===== config.mk =====
export PLATFORM = sky130hd
export DESIGN_NAME = instruction_prefetch
export DESIGN_NICKNAME = d
export VERILOG_FILES = /design/src/rtl/instruction_prefetch.sv
export SDC_FILE = /design/constraint.sdc
export NUM_CORES = 1
export LEC_CHECK = 0
export ABC_AREA = 1
export CAP_MARGIN = 10
export CORE_MARGIN = 1
export CORE_UTILIZATION = 59
export DETAILED_ROUTE_END_ITERATION = 10
export PLACE_DENSITY = 0.86
export SLEW_MARGIN = 20
export SYNTH_ARGS = -nofsm -noshare
export SYNTH_HDL_FRONTEND = slang
export SYNTH_SLANG_ARGS = --single-unit

===== constraint.sdc =====
create_clock -name i_clk -period 12 [get_ports i_clk]
set_clock_uncertainty 0.1 [all_clocks]
set_input_delay 3.6 -clock i_clk [delete_from_list [all_inputs] [get_ports i_clk]]
set_output_delay 3.6 -clock i_clk [all_outputs]
set_load 0.02 [all_outputs]

===== src/rtl/instruction_prefetch.sv =====
// Sequential 32-bit instruction prefetcher: one outstanding memory fetch, DEPTH-entry {pc,instr} buffer, valid/ready to CPU.
// Latency: ack in cycle N is visible at o_valid in N+1; request drops for the full cycle the buffer is full; redirect flushes.
module instruction_prefetch #(
  parameter int          DEPTH    = 4,
  parameter logic [15:0] RESET_PC = 16'h0000
) (
  input  logic                     i_clk,
  input  logic                     i_reset_n,
  output logic                     o_mem_req,
  output logic [15:0]              o_mem_address,
  input  logic                     i_mem_ack,
  input  logic [31:0]              i_mem_data,
  output logic                     o_valid,
  output logic [31:0]              o_instruction,
  output logic [15:0]              o_pc,
  input  logic                     i_ready,
  input  logic                     i_redirect,
  input  logic [15:0]              i_redirect_pc,
  output logic [$clog2(DEPTH):0]   o_count
);

  localparam int PW = $clog2(DEPTH);
  localparam int CW = PW + 1;

  typedef struct packed {
    logic [15:0] pc;
    logic [31:0] instr;
  } entry_t;

  entry_t          mem [DEPTH];
  entry_t          head;
  logic [PW-1:0]   wr_ptr;
  logic [PW-1:0]   rd_ptr;
  logic [CW-1:0]   count;
  logic [15:0]     fetch_pc;
  logic            full;
  logic            push;
  logic            pop;

  // Full is judged on registered count only, so a same-cycle pop never re-enables the request.
  assign full          = (count == CW'(DEPTH));
  assign o_mem_req     = i_reset_n && !i_redirect && !full;
  assign o_mem_address = fetch_pc;
  assign push          = o_mem_req && i_mem_ack;
  assign pop           = o_valid && i_ready;

  assign o_valid       = (count != '0);
  assign head          = mem[rd_ptr];
  assign o_instruction = o_valid ? head.instr : '0;
  assign o_pc          = o_valid ? head.pc    : '0;
  assign o_count       = count;

  // Storage needs no reset: entries are only observable while count is non-zero.
  always_ff @(posedge i_clk) begin
    if (push) begin
      mem[wr_ptr] <= {fetch_pc, i_mem_data};
    end
  end

  always_ff @(posedge i_clk) begin
    if (!i_reset_n) begin
      fetch_pc <= RESET_PC;
      wr_ptr   <= '0;
      rd_ptr   <= '0;
      count    <= '0;
    end else if (i_redirect) begin
      fetch_pc <= i_redirect_pc & 16'hFFFC;
      wr_ptr   <= '0;
      rd_ptr   <= '0;
      count    <= '0;
    end else begin
      if (push) begin
        wr_ptr   <= wr_ptr + PW'(1);
        fetch_pc <= fetch_pc + 16'd4;
      end
      if (pop) begin
        rd_ptr <= rd_ptr + PW'(1);
      end
      if (push && !pop) begin
        count <= count + CW'(1);
      end else if (pop && !push) begin
        count <= count - CW'(1);
      end
    end
  end

endmodule

==> impl_metrics.tcl <==
set metrics [dict create \
    synthCells 767 \
    drt_wl_total_um 17000 \
    critPathKind "in -> out" \
    cp-start-kind "input port" \
    period_minus_slack_ns 9.07 \
    met1_length_um 7020 \
    fin_cells 1066 \
    yosysTopAreaCellShare_pct 64.7 \
    synth-xor-area-share_pct 0.308 \
    min_path_type "reg -> reg" \
    yosys.area_share.simple_pct 13.9 \
    maxSlewViolCount 0 \
    synth_top_cell_by_area "edfxtp_1" \
    cts_root_buffer "clkbuf_16" \
    synth_area_um2 8530 \
    holdBufCountCts 0 \
    p_leak_uw 0.00359 \
    grt_max_degree 94 \
    place_hpwl_um 9070 \
    cts.path.max_buffers 3 \
    status "complete, no violations" \
    syn2layout_area_growth_pct 22.1 \
    drive_gt1_share_pct 5.30 \
    num_vias 5857 \
    r2r_start "o_count[0]" \
    post_cts_buffers 0 \
    max_cap_violations 0 \
    die_w_um 122 \
    finalNetCount 932 \
    clk_pin_slew_ns 0.06 \
    fmax_mhz 110 \
    htree_num_levels 1 \
    synthMuxAreaShare_pct 0.117 \
    setup_viol 0 \
    cts.sinks 207 \
    synth-compound-area-share_pct 9.98 \
    routedWlPerCell_um 16.0 \
    drtIter0Drc 462 \
    first_global_vias 5521 \
    ir_drop_uv 106 \
    drc 0 \
    insertion_delay_ns 0.47 \
    worst_pin_slew_ns 0.997 \
    grt_pass1_wl_um 26500 \
    ioPinCount 122 \
    dpl.cell_count 1029 \
    first_pass_iters 5 \
    fp.dieArea_um2 15000 \
    synth_top_family_by_area "simple AND/OR/NAND/NOR gates" \
    yosysWarnings 0 \
    synth.distinct_cells 28 \
    cp.arrival_ns 5.37 \
    p_per_area_nw_per_um2 146 \
    die_h_um 122 \
    grt.total_usage_pct 23.0 \
    highest_layer "met4" \
    totalPowerFinal_uw 1520 \
    finalCritPeriodShare_pct 75.6 \
    cts_tree "yes" \
    required_ns 8.30 \
    critPathLaunch "i_redirect" \
    port-buffer-count 115 \
    hold_viol 0 \
    synth.avg_cell_area_um2 11.1 \
    antenna_found_initial 0 \
    synth_seq_cells 207 \
    ant_nets 0 \
    synth_fa_ha_area_share_pct 1.11 \
    detail_route.vias_per_cell 5.49 \
    wl_met2_um 8530 \
    cts_buffers 21 \
    grt-ovfl-total 0 \
    holdWs_ns 0.362 \
    rows 43 \
    rsz0062_at_grt "false" \
    setup_tns_ns 0 \
    min_from "rd_ptr[1]" \
    synth.area.top_cells "edfxtp_1, nor2_1, o21ai_0" \
    coreArea_um2 14000 \
    cts_resized 0 \
    met3_wirelength_um 1260 \
    cp-end-kind "primary output" \
    synth_seq_area_share_pct 70.1 \
    initial_core_util_pct 61.0 \
    path_max_fanout 16 \
    place.gp.congestion 0.822 \
    num_antenna_cells 0 \
    slew_headroom_pct 33.5 \
]
report_power, final:
group / internal (uW) / leakage [uW] / total, uW / switching [uW]
combinational: 56.3 / 0.00144 / 129 / 72.6
sequential: 795 / 0.00186 / 809 / 13.2
clock: 344 / 0.000297 / 583 / 239
total: 1200 / 0.00359 / 1520 / 325
path summary, 6_finish.rpt:
path,to,slack (ns),cells past startpoint
min reg2reg,register,0.36,2
min,register,0.36,2
max,o_mem_req,2.93,5
max reg2reg,o_count[2],9.44,11
placed cells by master, fill, tap and decap left out, drive strengths merged, types with 2 or more instances in the layout:
cell and count:
nand3 25, o21ai 104, edfxtp 184, clkbuf 35, buf 7, clkinv 2
ha 6, nor2 213, conb 4, nand2 54, nand4 3, inv 37
clkdlybuf4s50 115, a21oi 65, dfxtp 23, xnor2 3
metal layers:
| layer | track usage (%) | vias to the layer above |
|---|---|---|
| met5 | 0 | - |
| met3 | 3.44 | 28 |
| met4 | 6.71 | 0 |
| li1 | - | 2842 |
| met2 | 40.5 | 222 |
| met1 | 29.6 | 2765 |
logic make-up (layout without fill, tap and decap cells):
kind of cell	count (synthesis)	after routing
AOI/OAI and AO/OA	170	170
xor gates and xnor gates	3	3
adders and majority gates	7	7
buffers and inverters	81	197
DFF	207	207
muxes	1	1
other	1	4
and+or+nand+nor	297	297
synthesized netlist by cell type:
library cell	count
a21oi_1	65
a31oi_1	1
buf_1	7
buf_2	17
buf_4	5
buf_6	2
clkbuf_1	12
clkinv_8	1
conb_1	1
dfxtp_1	23
edfxtp_1	184
fa_1	1
ha_1	6
inv_1	34
inv_2	3
mux2i_1	1
nand2_1	54
nand3_1	24
nand3_4	1
nand3b_1	1
nand4_1	3
nor2_1	211
nor2_2	1
nor2_8	1
nor3_1	1
o21ai_0	103
o21ai_1	1
xnor2_1	3
flip-flops by register name, summed over array words and instances (netlist names), named ones only:
register,cells
mem,184
o_mem_address,14
o_count,3
rd_ptr,2
wr_ptr,2
critical path, cell delays in order:
cell             delay [ns]
clkdlybuf4s50_1        0.74
nor2_8                 0.31
nand2_1                0.07
inv_1                  0.05
clkdlybuf4s50_1        0.59
metrics by stage:
stage | setup slack [ns] | cell area (um^2) | util (%)
after floorplan | 4.23 | 8550 | -
after global placement | 2.93 | 9800 | 70.0
after detailed placement | 2.93 | 9800 | 70.0
after CTS | 2.92 | 10400 | 74.5
after global routing | 2.81 | 10400 | 74.5
final | 2.93 | 10400 | 74.5
layout make-up:
| cell class | count | area, um^2 |
|---|---|---|
| Inverter | 38 | 155 |
| Fill cell | 908 | 3570 |
| Timing Repair Buffer | 122 | 1200 |
| Clock inverter | 2 | 12.5 |
| Tap cell | 180 | 225 |
| Clock buffer | 35 | 608 |
| Multi-Input combinational cell | 482 | 2220 |
| Sequential cell | 207 | 5990 |
(Power assumes the default switching activity.)
==> RTL change 1: new RTL, same flow settings <==
Put one more register stage on the output `o_count`, without a reset. The value now appears one clock later. The other outputs are not delayed to match.
--- a/src/rtl/instruction_prefetch.sv
+++ b/src/rtl/instruction_prefetch.sv
@@ -49,5 +49,7 @@
   assign o_instruction = o_valid ? head.instr : '0;
   assign o_pc          = o_valid ? head.pc    : '0;
-  assign o_count       = count;
+  always_ff @(posedge i_clk) begin
+    o_count <= count;
+  end
 
   // Storage needs no reset: entries are only observable while count is non-zero.
Function: changed (a bounded check fails within 4 cycles, from zero or initial values and one cycle with i_reset_n low).
==> RTL change 1 against the unedited design <==
- power grew 4.6%
- first-iteration DRC count shrank 18%
- sequential cell count grew 3
- synthesized cell count grew 0.13%
- area after synthesis grew 1.5%
- cell area grew 1.5%
- critical path type unchanged
- non-clock buffer count shrank 1
- worst hold slack lost 0.079 ns
- worst setup slack lost 0.034 ns
- cell count is the same
- wire length is essentially flat
==> RTL change 1: results (changes against the unedited design) <==
* Filler cells at 903 (-0.55%)
* Initial DRC Count at 380 (-18%)
* Leakage at 3.666 nW (+2.1%)
* Worst setup path endpoint: o_mem_req
* WL met1 at 7.185 mm (+2.4%)
* Layout Nets at 932 (unchanged)
* CP peak stage delay at 0.76 ns (+0.02 ns)
* Status: finished clean
* Multiplexer share of the synthesized area at 0.1156% (-0.0017 points)
* Area of the multi-input gates at 2268 µm² (+2.0%)
* Clock power frac at 40.2% (+1.9 points)
* Vias per std cell at 5.477 (-0.31%)
* Hold path depth at 0 (-2)
* GP Congestion at 0.8316 (+1.2%)
* Clk. pwr at 0.639 mW (+9.6%)
* Wire length on met3 at 1.326 mm (+5.4%)
* Global-route usage over all layers at 22.70% (-0.30 points)
* VDD IR max at 0.09868 mV (-7.3%)
* DP HPWL at 9.203 mm (+1.4%)
* Post-synthesis cell type count at 33 (+18%)
* R2r startpoint: count[0]
* Initial antenna violation count at 0 (unchanged)
* Register area at 6051 µm² (+1.0%)
* Most area-consuming cells after synthesis: edfxtp_1 (64%), nor2_1 (9.0%), dfxtp_1 (6.0%)
* Post-synthesis xor/xnor area fraction at 0.3034% (-0.0044 points)
* Clock Latency Late Sink at 0.47 ns (about the same)
* R2r setup slk at 9.45 ns (about the same)
* Synth top cells by count: nor2_1 (207), edfxtp_1 (184), o21ai_0 (99), a21oi_1 (59), nand2_1 (56)
* Reg-to-Reg End: count[2]
* Clock root buffer: clkbuf_16
* Met1 GRT Util at 29.54% (-0.096 points)
* Grt met3 use at 4.244% (+0.80 points)
* Compound-cell area share of the yosys netlist at 10.11% (+0.13 points)
* First-pass GRT wire length at 26.25 mm (-0.78%)
* Internal power at 1.258 mW (+5.2%)
* Slew @ Worst Pin at 1.004 ns (+0.006216 ns)
* Grt met2 use at 39.18% (-1.3 points)
* Vias in the first global route at 5387 (-2.4%)
* Met2 WL at 8.357 mm (-2.0%)
* Adder-cell share of the synthesized area at 1.098% (-0.016 points)
* Worst hold path type: reg -> reg
* Overall routed net length at 17.05 mm (about the same)
* Share of cells above drive strength 1 at 6.998% (+1.7 points)
* Post-synthesis sequential area ratio at 69.82% (-0.32 points)
* Crit path arrival time at 5.40 ns (+0.03 ns)
* Area after DPL at 9879 µm² (+0.83%)
* Hold Crit Start: count[2]
==> RTL change 1: cell count changes after synthesis, sizes merged <==
cell / delta
dfxtp: +3
nor2: -3
a21oi: -2
nand2: +2
o21ai: -2
a21o: +1
a31oi: +1
inv: -1
nand3: +1
nand3b: +1
nor3: -1
o21bai: +1
==> RTL change 1: cell type report <==
| cell class | instances | share of cell area (%) |
|---|---|---|
| Inverter | 37 | 1.314 |
| Multi-Input combinational cell | 481 | 21.46 |
| Sequential cell | 210 | 57.24 |
| Clock inverter | 6 | 0.7339 |
| Timing Repair Buffer | 121 | 11.32 |
| Clock buffer | 31 | 5.800 |
| Tap cell | 180 | 2.131 |
==> RTL change 1: per-stage QoR <==
stage / setup WS (ns) / std cells / hold slack [ns]
6_report: 2.900 / 1066 / 0.2826
5_1_grt: 2.794 / 1066 / 0.2967
4_1_cts: 2.896 / 1066 / 0.2857
3_5_place_dp: 2.894 / 1029 / 0.2772
3_3_place_gp: 2.898 / 1029 / 0.2578
2_1_floorplan: 4.218 / 771 / 0.2510
==> RTL change 2: new RTL, same settings <==
Without the edit above. Change the parameter `DEPTH` from 4 to 16.
--- a/src/rtl/instruction_prefetch.sv
+++ b/src/rtl/instruction_prefetch.sv
@@ -2,5 +2,5 @@
 // Latency: ack in cycle N is visible at o_valid in N+1; request drops for the full cycle the buffer is full; redirect flushes.
 module instruction_prefetch #(
-  parameter int          DEPTH    = 4,
+  parameter int          DEPTH    = 16,
   parameter logic [15:0] RESET_PC = 16'h0000
 ) (
Ports: changed (resized o_count); port bits go from 122 to 124. The function was not compared with the original's and may differ.
==> RTL change 2 against the unedited design <==
- first-iteration DRC count grew to 7.1 times the old value
- largest cell class unchanged
- power grew to 3.8 times the old value
- area after synthesis grew to 3.7 times the old value
- register-to-register slack worse by 0.82 ns
- cell area grew to 3.4 times the old value
- worst setup slack worse by 0.082 ns
- sequential cell count is 560 higher
- wire length grew to 4.6 times the old value
- non-clock buffer count is 24 higher
- core utilization is 7.4 points lower
==> RTL change 2: results (changes against the unedited design) <==
* Initial DRC Count at 3303 (+610%)
* Status: finished clean
* Share of cells above drive strength 1 at 5.650% (+0.34 points)
* Hold Crit Start: rd_ptr[2]
* Slew @ Worst Pin at 1.205 ns (+0.2079 ns)
* DRT Pass-1 Iters at 7 (+2)
* Cells on worst reg2reg path at 7 (-4)
* Number of flops mapped to enable cells by yosys at 736 (+300%)
* TritonCTS Buffers at 74 (+250%)
* Post-synthesis sequential area ratio at 72.44% (+2.3 points)
* Commonest non-fill, non-tap cell in the layout: nand2_1
* Synth top cells by count: nand2_1 (1009), edfxtp_1 (736), nand3_1 (577), buf_2 (75), a21oi_1 (62)
* Ys flop type: edfxtp_1
* Non-filler cells, final at 3524 (+230%)
* GP Congestion at 0.7882 (-4.1%)
* Clock H-tree levels at 3 (+2)
* Worst-path clk slew at 0.06 ns (about the same)
* First-pass GRT wire length at 117.9 mm (+350%)
* Largest net degree at the start of global routing at 240 (+160%)
* Post-placement cell count at 3388 (+230%)
* Max reg flops at 736 (+300%)
* R2r setup slk at 8.62 ns (-0.82 ns)
* Layout Nets at 2840 (+200%)
* Reg-to-Reg End: mem[6][26]
* Syn_area_per_cell at 11.56 µm² (+3.9%)
* Most area-consuming cells after synthesis: edfxtp_1 (70%), nand2_1 (12%), nand3_1 (9.2%)
* WL/cell at 22.15 µm (+38%)
* P_sw at 1.299 mW (+300%)
* Initial antenna violation count at 2 (+2)
* VDD IR max at 0.1000 mV (-6.1%)
* Via count at 21870 (+270%)
* Global-route usage over all layers at 28.82% (+5.8 points)
* Hold path depth at 2 (unchanged)
* Clock Latency Late Sink at 0.60 ns (+0.13 ns)
* Crit path arrival time at 5.45 ns (+0.08 ns)
* CP Max Fanout at 17 (+1)
* Synth Warn # at 0 (unchanged)
* Leakage at 12.58 nW (+250%)
* Filler cells at 3398 (+270%)
* Port Buffers at 117 (+1.7%)
* DP HPWL at 37.14 mm (+310%)
* Post-synthesis cell type count at 34 (+21%)
* FFs w/ async S/R, synth at 0% (unchanged)
## RTL change 2: cell types whose count changed in the layout (fill, tap and decap cells not counted), moves of 6 or more
cell	unedited run	this run
clkinv_1	0	18
buf_4	7	27
nor2_4	4	17
clkinv_2	1	9
nand3_1	24	577
nand2_1	54	1009
clkbuf_16	21	80
o21ai_0	103	9
nor2_1	207	36
edfxtp_1	184	736
clkbuf_1	11	17
dfxtp_1	21	27
## RTL change 2: final cells by class
| class | instances | area, µm² | share of cell area, % |
|---|---|---|---|
| diodes | 4 | 10.01 | 0.02837 |
| clock buffers | 98 | 2079 | 5.895 |
| clock inverters | 34 | 287.8 | 0.8157 |
| inverters | 36 | 153.9 | 0.4362 |
| multi-input cells | 1751 | 7746 | 21.96 |
| flip-flops and latches | 767 | 22730 | 64.44 |
| well taps | 688 | 860.8 | 2.440 |
| repair buffers | 146 | 1405 | 3.983 |
## RTL change 2: worst max path at each step
stage | depth (start not counted) | end | from
2_1_floorplan | 4 | o_mem_req | i_redirect
3_5_place_dp | 5 | o_mem_req | i_redirect
5_1_grt | 5 | o_mem_req | i_redirect
3_3_place_gp | 5 | o_mem_req | i_redirect
6_report | 5 | o_mem_req | i_redirect
4_1_cts | 5 | o_mem_req | i_redirect
## RTL change 2: cell families (layout without fill, tap and decap cells)
kind of cell             after synthesis  in the layout  synth area share [%]
other                                  1              8               0.01196
AO/OA/AOI/OAI                         77             77                 1.284
buffers and inverters                199            314                 3.283
adder cells (fa/ha/maj)               11             11                0.4627
XOR/XNOR                               8              8                0.2234
AND/OR/NAND/NOR                     1650           1650                 22.26
flip-flops                           767            767                 72.44
multiplexers                           1              1               0.03191
## RTL change 2: stage by stage
stage | setup slack [ns] | cell area [µm²] | hold WS, ns | utilization [%]
2_1_floorplan | 4.171 | 31380 | 0.3468 | -
3_3_place_gp | 2.887 | 32900 | 0.3561 | 62.60
5_1_grt | 2.770 | 35270 | 0.4222 | 67.12
6_report | 2.851 | 35280 | 0.3993 | 67.13
3_5_place_dp | 2.859 | 32900 | 0.3666 | 62.60
4_1_cts | 2.855 | 35260 | 0.3924 | 67.10
## RTL change 2: layer usage
layer	global-route usage, %	wire (µm)	share of wire [%]
met1	36.37	27150	35
met5	0	0	0
met4	13.03	2781	3.6
met3	5.368	9381	12
met2	48.58	38730	50
## RTL change 2: power by group through the flow
stage / registers, mW / logic, mW / clock network (mW)
after global placement: 3.03 / 0.438 / 0
after floorplan: 3.02 / 0.274 / 0
after global routing: 2.97 / 0.503 / 2.39
after CTS: 2.97 / 0.463 / 2.29
after detailed placement: 3.03 / 0.456 / 0
final: 2.97 / 0.470 / 2.28
## RTL change 2: worst max-delay path, cell delays in order
cell and delay, ns:
clkdlybuf4s50_1 0.76, nor2_8 0.32, nand2_2 0.10, inv_1 0.06, clkdlybuf4s50_1 0.59
